==> src/rtl/id_ex_stage_pkg.sv <==
// Shared widths, register-index constants and the decoded control bundle layout
// for the ID/EX boundary.
package id_ex_stage_pkg;

    localparam int unsigned DEF_XLEN   = 32;
    localparam int unsigned DEF_CTRL_W = 16;
    localparam int unsigned REG_W      = 5;

    localparam logic [REG_W-1:0] REG_ZERO = '0;

    // Layout of the control bundle; the ID/EX register carries it opaquely.
    typedef struct packed {
        logic [3:0] alu_op;
        logic       alu_src;
        logic       branch;
        logic       jump;
        logic       mem_write;
        logic       reg_write;
        logic [1:0] wb_sel;
        logic [2:0] funct3;
        logic [1:0] rsvd;
    } ctrl_bundle_t;

    // True when a writeback lands on a nonzero register matching rs_addr.
    function automatic logic wb_hit(input logic             we,
                                    input logic [REG_W-1:0] wb_addr,
                                    input logic [REG_W-1:0] rs_addr);
        return we && (wb_addr != REG_ZERO) && (wb_addr == rs_addr);
    endfunction

endpackage

==> src/rtl/id_ex_stage_operand_bypass.sv <==
// Combinational writeback-to-operand correction; also reused to refresh held EX operands.
module operand_bypass
    import id_ex_stage_pkg::*;
#(
    parameter int unsigned XLEN = DEF_XLEN
) (
    input  logic [REG_W-1:0] rs_addr,
    input  logic [XLEN-1:0]  rf_data,
    input  logic             wb_we,
    input  logic [REG_W-1:0] wb_addr,
    input  logic [XLEN-1:0]  wb_data,
    output logic [XLEN-1:0]  data_out
);

    always_comb begin
        data_out = rf_data;
        if (wb_hit(wb_we, wb_addr, rs_addr)) begin
            data_out = wb_data;
        end
    end

endmodule

==> src/rtl/id_ex_stage.sv <==
// ID/EX pipeline register with WB write-through bypass, load-use bubble insertion,
// downstream stall hold and branch flush.
module id_ex_stage
    import id_ex_stage_pkg::*;
#(
    parameter int unsigned XLEN   = DEF_XLEN,
    parameter int unsigned CTRL_W = DEF_CTRL_W
) (
    input  logic              clk,
    input  logic              rst,
    input  logic              id_valid,
    input  logic [XLEN-1:0]   id_pc,
    input  logic [REG_W-1:0]  id_rs1_addr,
    input  logic [REG_W-1:0]  id_rs2_addr,
    input  logic              id_use_rs1,
    input  logic              id_use_rs2,
    input  logic [XLEN-1:0]   id_rs1_data,
    input  logic [XLEN-1:0]   id_rs2_data,
    input  logic [REG_W-1:0]  id_rd_addr,
    input  logic [XLEN-1:0]   id_imm,
    input  logic [CTRL_W-1:0] id_ctrl,
    input  logic              id_mem_read,
    input  logic              wb_RegWEn,
    input  logic [REG_W-1:0]  wb_rd_addr,
    input  logic [XLEN-1:0]   wb_rd_data,
    input  logic              ex_stall,
    input  logic              ex_flush,
    output logic              stall_id,
    output logic              ex_valid,
    output logic [XLEN-1:0]   ex_pc,
    output logic [XLEN-1:0]   ex_imm,
    output logic [XLEN-1:0]   ex_rs1_data,
    output logic [XLEN-1:0]   ex_rs2_data,
    output logic [REG_W-1:0]  ex_rs1_addr,
    output logic [REG_W-1:0]  ex_rs2_addr,
    output logic [REG_W-1:0]  ex_rd_addr,
    output logic [CTRL_W-1:0] ex_ctrl,
    output logic              ex_mem_read
);

    logic [XLEN-1:0] byp1;
    logic [XLEN-1:0] byp2;
    logic [XLEN-1:0] hold1;
    logic [XLEN-1:0] hold2;
    logic            hold_we;
    logic            hz;

    operand_bypass #(.XLEN(XLEN)) u_byp_rs1 (
        .rs_addr (id_rs1_addr),
        .rf_data (id_rs1_data),
        .wb_we   (wb_RegWEn),
        .wb_addr (wb_rd_addr),
        .wb_data (wb_rd_data),
        .data_out(byp1)
    );

    operand_bypass #(.XLEN(XLEN)) u_byp_rs2 (
        .rs_addr (id_rs2_addr),
        .rf_data (id_rs2_data),
        .wb_we   (wb_RegWEn),
        .wb_addr (wb_rd_addr),
        .wb_data (wb_rd_data),
        .data_out(byp2)
    );

    // Held operands track writebacks so they are current when the stall releases.
    assign hold_we = ex_valid && wb_RegWEn;

    operand_bypass #(.XLEN(XLEN)) u_hold_rs1 (
        .rs_addr (ex_rs1_addr),
        .rf_data (ex_rs1_data),
        .wb_we   (hold_we),
        .wb_addr (wb_rd_addr),
        .wb_data (wb_rd_data),
        .data_out(hold1)
    );

    operand_bypass #(.XLEN(XLEN)) u_hold_rs2 (
        .rs_addr (ex_rs2_addr),
        .rf_data (ex_rs2_data),
        .wb_we   (hold_we),
        .wb_addr (wb_rd_addr),
        .wb_data (wb_rd_data),
        .data_out(hold2)
    );

    always_comb begin
        hz = ex_valid && ex_mem_read && (ex_rd_addr != REG_ZERO) && id_valid &&
             ((id_use_rs1 && (id_rs1_addr == ex_rd_addr)) ||
              (id_use_rs2 && (id_rs2_addr == ex_rd_addr)));
        stall_id = !ex_flush && (ex_stall || hz);
    end

    always_ff @(posedge clk) begin
        if (rst) begin
            ex_valid    <= 1'b0;
            ex_pc       <= '0;
            ex_imm      <= '0;
            ex_rs1_data <= '0;
            ex_rs2_data <= '0;
            ex_rs1_addr <= '0;
            ex_rs2_addr <= '0;
            ex_rd_addr  <= '0;
            ex_ctrl     <= '0;
            ex_mem_read <= 1'b0;
        end else if (ex_flush) begin
            ex_valid    <= 1'b0;
            ex_mem_read <= 1'b0;
        end else if (ex_stall) begin
            ex_rs1_data <= hold1;
            ex_rs2_data <= hold2;
        end else if (hz) begin
            ex_valid    <= 1'b0;
            ex_mem_read <= 1'b0;
        end else begin
            ex_valid    <= id_valid;
            ex_pc       <= id_pc;
            ex_imm      <= id_imm;
            ex_rs1_data <= byp1;
            ex_rs2_data <= byp2;
            ex_rs1_addr <= id_rs1_addr;
            ex_rs2_addr <= id_rs2_addr;
            ex_rd_addr  <= id_rd_addr;
            ex_ctrl     <= id_ctrl;
            // An empty ID slot must never look like a load downstream.
            ex_mem_read <= id_valid && id_mem_read;
        end
    end

endmodule

==> config.mk <==
export PLATFORM = sky130hd
export DESIGN_NAME = id_ex_stage
export DESIGN_NICKNAME = d
export VERILOG_FILES = /design/src/rtl/id_ex_stage_pkg.sv /design/src/rtl/id_ex_stage_operand_bypass.sv /design/src/rtl/id_ex_stage.sv
export SDC_FILE = /design/constraint.sdc
export NUM_CORES = 1
export LEC_CHECK = 0
export CAP_MARGIN = 20
export CELL_PAD_IN_SITES_DETAIL_PLACEMENT = 1
export CELL_PAD_IN_SITES_GLOBAL_PLACEMENT = 1
export CORE_ASPECT_RATIO = 1.25
export CORE_MARGIN = 2
export CORE_UTILIZATION = 29
export CTS_BUF_LIST = sky130_fd_sc_hd__clkbuf_8
export DETAILED_ROUTE_END_ITERATION = 7
export HOLD_SLACK_MARGIN = 0.15
export PLACE_DENSITY_LB_ADDON = 0.1
export SYNTH_ARGS = -nofsm -noshare
export SYNTH_HDL_FRONTEND = slang
export SYNTH_SLANG_ARGS = --single-unit
==> constraint.sdc <==
create_clock -name clk -period 2.3 [get_ports clk]
set_input_delay 0.23 -clock clk [delete_from_list [all_inputs] [get_ports clk]]
set_output_delay 0.23 -clock clk [all_outputs]
set_load 0.01 [all_outputs]
==> impl_metrics.json <==
{
  "area_growth_syn_to_layout_pct": 69.9,
  "dieArea_um2": 30500,
  "cap_violations": 0,
  "synth.top_cells.by_area": "sky130_fd_sc_hd__dfxtp_1 38%, sky130_fd_sc_hd__mux2i_1 19%, sky130_fd_sc_hd__nand2_1 8.5%",
  "cpMaxStageDelayCell": "sky130_fd_sc_hd__or4_4",
  "unrepaired_setup_endpoints_after_global_routing": "true",
  "final.setup.tns_ns": 0,
  "clock_power_share_pct": 35.8,
  "post_dp_cell_area_um2": 12900,
  "first_global_vias": 9043,
  "core_region_area_um2": 28500,
  "initial_antenna_violation_count": 2,
  "worst_hold_path_type": "primary input to flip-flop",
  "postSynthNetCount": 1135,
  "cp-start-kind": "primary input",
  "timing.rr.end": "ex_rs1_data[12]$_SDFFE_PP0P_",
  "maxClockFrequency_mhz": 436,
  "chipWidth_um": 157,
  "max-vdd-ir-drop_mv": 0.309,
  "synthMostInstantiatedCell": "sky130_fd_sc_hd__nand2_1",
  "cp_data_required_time_ns": 2.66,
  "hpwl_um": 24000,
  "max-clock-path-buffers": 2,
  "source_to_sink_clock_delay_at_the_later_pin_of_the_worst_skew_pair_ns": 0.48,
  "p_leak_nw": 5.07,
  "synthTopCellsByCount": "190 x sky130_fd_sc_hd__nand2_1, 161 x sky130_fd_sc_hd__dfxtp_1, 158 x sky130_fd_sc_hd__mux2i_1",
  "routed_wirelength_um": 34700,
  "final.setup_skew_ns": 0.0168,
  "crit_arrival_ns": 2.65,
  "dp.cells": 1618,
  "total_grt_overflow": 0,
  "whs_path_depth": 4,
  "cts_root_buffer": "sky130_fd_sc_hd__clkbuf_8",
  "num-fill-cells": 3171,
  "vias_per_cell": 5.20,
  "power.share.combinational_pct": 23.7,
  "slew_headroom_pct": 3.66,
  "netSwitchingFraction_pct": 27.8,
  "initialDrtViolationCount": 213,
  "ys_ff_latch": 161,
  "route.detailed.drc": 0,
  "detailedRoute.firstPassIterationCount": 4,
  "rrSetupSlack_ns": 0.006,
  "finalInstanceArea_um2": 14300,
  "power_frac_seq_pct": 40.4,
  "setup-violations-final": 0,
  "final-max-slew-violation-count": 0,
  "cpLargestDelayFamily": "compound AO/OA/AOI/OAI gates",
  "cp_max_stage_delay_ns": 0.58,
  "synthesis.area_um2": 8440,
  "yosysTopAreaCellShare_pct": 38.2,
  "r2r_cells": 8,
  "worst_slew_pin_slew_ns": 1.45,
  "numCtsBuffers": 17,
  "path_max_fanout": 8,
  "synth.largest_area_cell": "sky130_fd_sc_hd__dfxtp_1",
  "critPathKind": "primary input to flip-flop",
  "cts_hold_buffers": 0,
  "worstPathCellList": "clkdlybuf4s50_1 > or4_4 > o211ai_1 > buf_4 > nor2_4 > o311a_4 > buf_12 > a2111oi_1",
  "place_ws_ns": -0.425,
  "design.portCount": 367,
  "timing.critical_path.depth": 8,
  "grt_usage_pct": 21.6,
  "final_net_count": 1496,
  "tritoncts": "done",
  "worstReg2RegStart": "ex_rd_addr[1]$_SDFFE_PP0P_",
  "timing.final.crit_period_ns": 2.29,
  "synth-edff-count": 0,
  "finalHoldViolations": 0,
  "antenna_violating_nets_post_route": 0,
  "critical_path.n_buffers_inverters": 3,
  "synthesis.area_per_instance_um2": 9.07,
  "clk_transition_reported_paths_ns": 0.10,
  "synth_cells": 930,
  "layout.core_utilization_pct": 50.3,
  "yosys_most_used_dff": "sky130_fd_sc_hd__dfxtp_1",
  "cell_internal_pwr_mw": 5.48,
  "critPathCaptureType": "flip-flop",
  "min-delay-start": "rst",
  "gp_routability_congestion": 0.820,
  "ys_types": 37,
  "place.port_buffers": 366,
  "ys_seq_area_share_pct": 38.2,
  "final-seq-area_um2": 3230,
  "ys_warn_count": 0,
  "dieHeight_um": 195,
  "clock_sink_count": 161,
  "worst_hold_slack_ns": 0.245,
  "vias": 8627,
  "routed_wire_length_per_instance_um": 20.9,
  "floorplan.rows": 69,
  "cts-htree-levels": 4,
  "outcome": "finished, final reports clean",
  "multiInputGateArea_um2": 5540,
  "initial_utilization_pct": 29.6,
  "final_layout_size_suffix_gt1_share_pct": 16.7,
  "p_per_area_nw_per_um2": 530,
  "wire_length_of_the_first_global_routing_pass_um": 51100,
  "final-instance-count-excl-fill": 1660,
  "worstHoldEndpoint": "ex_imm[0]$_SDFFE_PP0P_",
  "timing.final.crit_share_pct": 99.7,
  "grt_start_max_net_pins": 68,
  "net_switching_power_figure_mw": 2.11,
  "post-route-worst-setup-slack_ns": 0.00580,
  "ys_async_sr_fraction_pct": 0,
  "design_power_total_mw": 7.59
}
per-layer routing:
layer	up-vias	share of wire, %	track usage (%)
met2	259	52	38.8
li1	4125	-	-
met4	2	2.8	7.24
met5	-	0.037	0
met3	47	6.3	6.49
met1	4194	39	24.1
timing repair:
action | in CTS | in global routing
buffers inserted | 1 | 2
gates cloned | 1 | 5
pin swaps | 4 | 7
resized for setup | 41 | 90
endpoints found under the setup margin | 3 | 65
power groups by stage:
stage	Clock (mW)	Combinational [mW]	Sequential, mW
2_1_floorplan	0	0.629	3.18
3_3_place_gp	0	1.62	3.12
3_5_place_dp	0	1.64	3.13
4_1_cts	2.82	1.69	3.07
5_1_grt	2.93	1.92	3.10
6_report	2.72	1.80	3.07
flip-flops by register name, summed over array words and instances (netlist names):
register and cells:
ex_ctrl 16, ex_imm 32, ex_mem_read 1, ex_pc 32
ex_rd_addr 5, ex_rs1_addr 5, ex_rs1_data 32, ex_rs2_addr 5
ex_rs2_data 32, ex_valid 1
cells in the final DEF, fill, tap and decap left out, types with 2 or more instances in the layout:
| cell | instances |
|---|---|
| sky130_fd_sc_hd__bufinv_16 | 7 |
| sky130_fd_sc_hd__mux2i_1 | 156 |
| sky130_fd_sc_hd__clkbuf_16 | 4 |
| sky130_fd_sc_hd__or4_4 | 2 |
| sky130_fd_sc_hd__inv_6 | 2 |
| sky130_fd_sc_hd__a41oi_4 | 2 |
| sky130_fd_sc_hd__xor2_1 | 20 |
| sky130_fd_sc_hd__inv_1 | 3 |
| sky130_fd_sc_hd__o211ai_1 | 3 |
| sky130_fd_sc_hd__dfxtp_1 | 157 |
| sky130_fd_sc_hd__clkinv_4 | 2 |
| sky130_fd_sc_hd__nor2_1 | 2 |
| sky130_fd_sc_hd__o21a_4 | 2 |
| sky130_fd_sc_hd__nor2_4 | 2 |
| sky130_fd_sc_hd__nor3_1 | 2 |
| sky130_fd_sc_hd__a2111oi_4 | 21 |
| sky130_fd_sc_hd__buf_4 | 44 |
| sky130_fd_sc_hd__clkbuf_8 | 18 |
| sky130_fd_sc_hd__nor4_2 | 27 |
| sky130_fd_sc_hd__a2111oi_1 | 2 |
| sky130_fd_sc_hd__nor4_1 | 37 |
| sky130_fd_sc_hd__xnor2_1 | 10 |
| sky130_fd_sc_hd__clkdlybuf4s50_1 | 363 |
| sky130_fd_sc_hd__nand2b_1 | 64 |
| sky130_fd_sc_hd__o21ai_0 | 3 |
| sky130_fd_sc_hd__dfxtp_2 | 3 |
| sky130_fd_sc_hd__buf_12 | 21 |
| sky130_fd_sc_hd__a2111oi_2 | 41 |
| sky130_fd_sc_hd__nor4_4 | 2 |
| sky130_fd_sc_hd__a211oi_1 | 2 |
| sky130_fd_sc_hd__buf_6 | 5 |
| sky130_fd_sc_hd__mux2i_2 | 2 |
| sky130_fd_sc_hd__o22ai_1 | 64 |
| sky130_fd_sc_hd__nand2_1 | 190 |
| sky130_fd_sc_hd__o311a_4 | 2 |
| sky130_fd_sc_hd__or4_1 | 2 |
cell type report:
cell class | instances | area share, %
Antenna cell | 1 | 0.0175
Clock buffer | 18 | 1.73
Clock inverter | 14 | 1.82
Inverter | 3 | 0.0960
Multi-Input combinational cell | 668 | 38.7
Sequential cell | 161 | 22.5
Tap cell | 355 | 3.10
Timing Repair Buffer | 440 | 32.0
logic make-up after synthesis:
kind of cell / Yosys count / share of synthesized area, %
xor gates and xnor gates: 30 / 3.11
AOI/OAI and AO/OA: 147 / 15.2
DFF: 161 / 38.2
buffers and inverters: 101 / 5.77
muxes: 158 / 18.7
and+or+nand+nor: 333 / 19.0
tightest hold or removal path, stage by stage:
cell and delay [ns]:
sky130_fd_sc_hd__buf_2 0.11, sky130_fd_sc_hd__inv_4 0.15, sky130_fd_sc_hd__nand2_1 0.12, sky130_fd_sc_hd__mux2i_1 0.05
worst max-delay path by stage:
stage / startpoint / to / slack [ns]
finish: wb_rd_addr[1] / ex_rs1_data[12]$_SDFFE_PP0P_ / 0.006
global route: ex_rd_addr[1]$_SDFFE_PP0P_ / ex_rs1_data[12]$_SDFFE_PP0P_ / -0.09
detailed placement: wb_rd_addr[1] / ex_rs2_data[19]$_SDFFE_PP0P_ / -0.42
CTS: ex_rd_addr[1]$_SDFFE_PP0P_ / stall_id / -0.05
global placement: wb_rd_addr[1] / ex_rs2_data[31]$_SDFFE_PP0P_ / -0.33
floorplan: ex_rd_addr[0]$_SDFFE_PP0P_ / ex_rs1_data[15]$_SDFFE_PP0P_ / 0.10
Power figures use the tool's default switching activity.
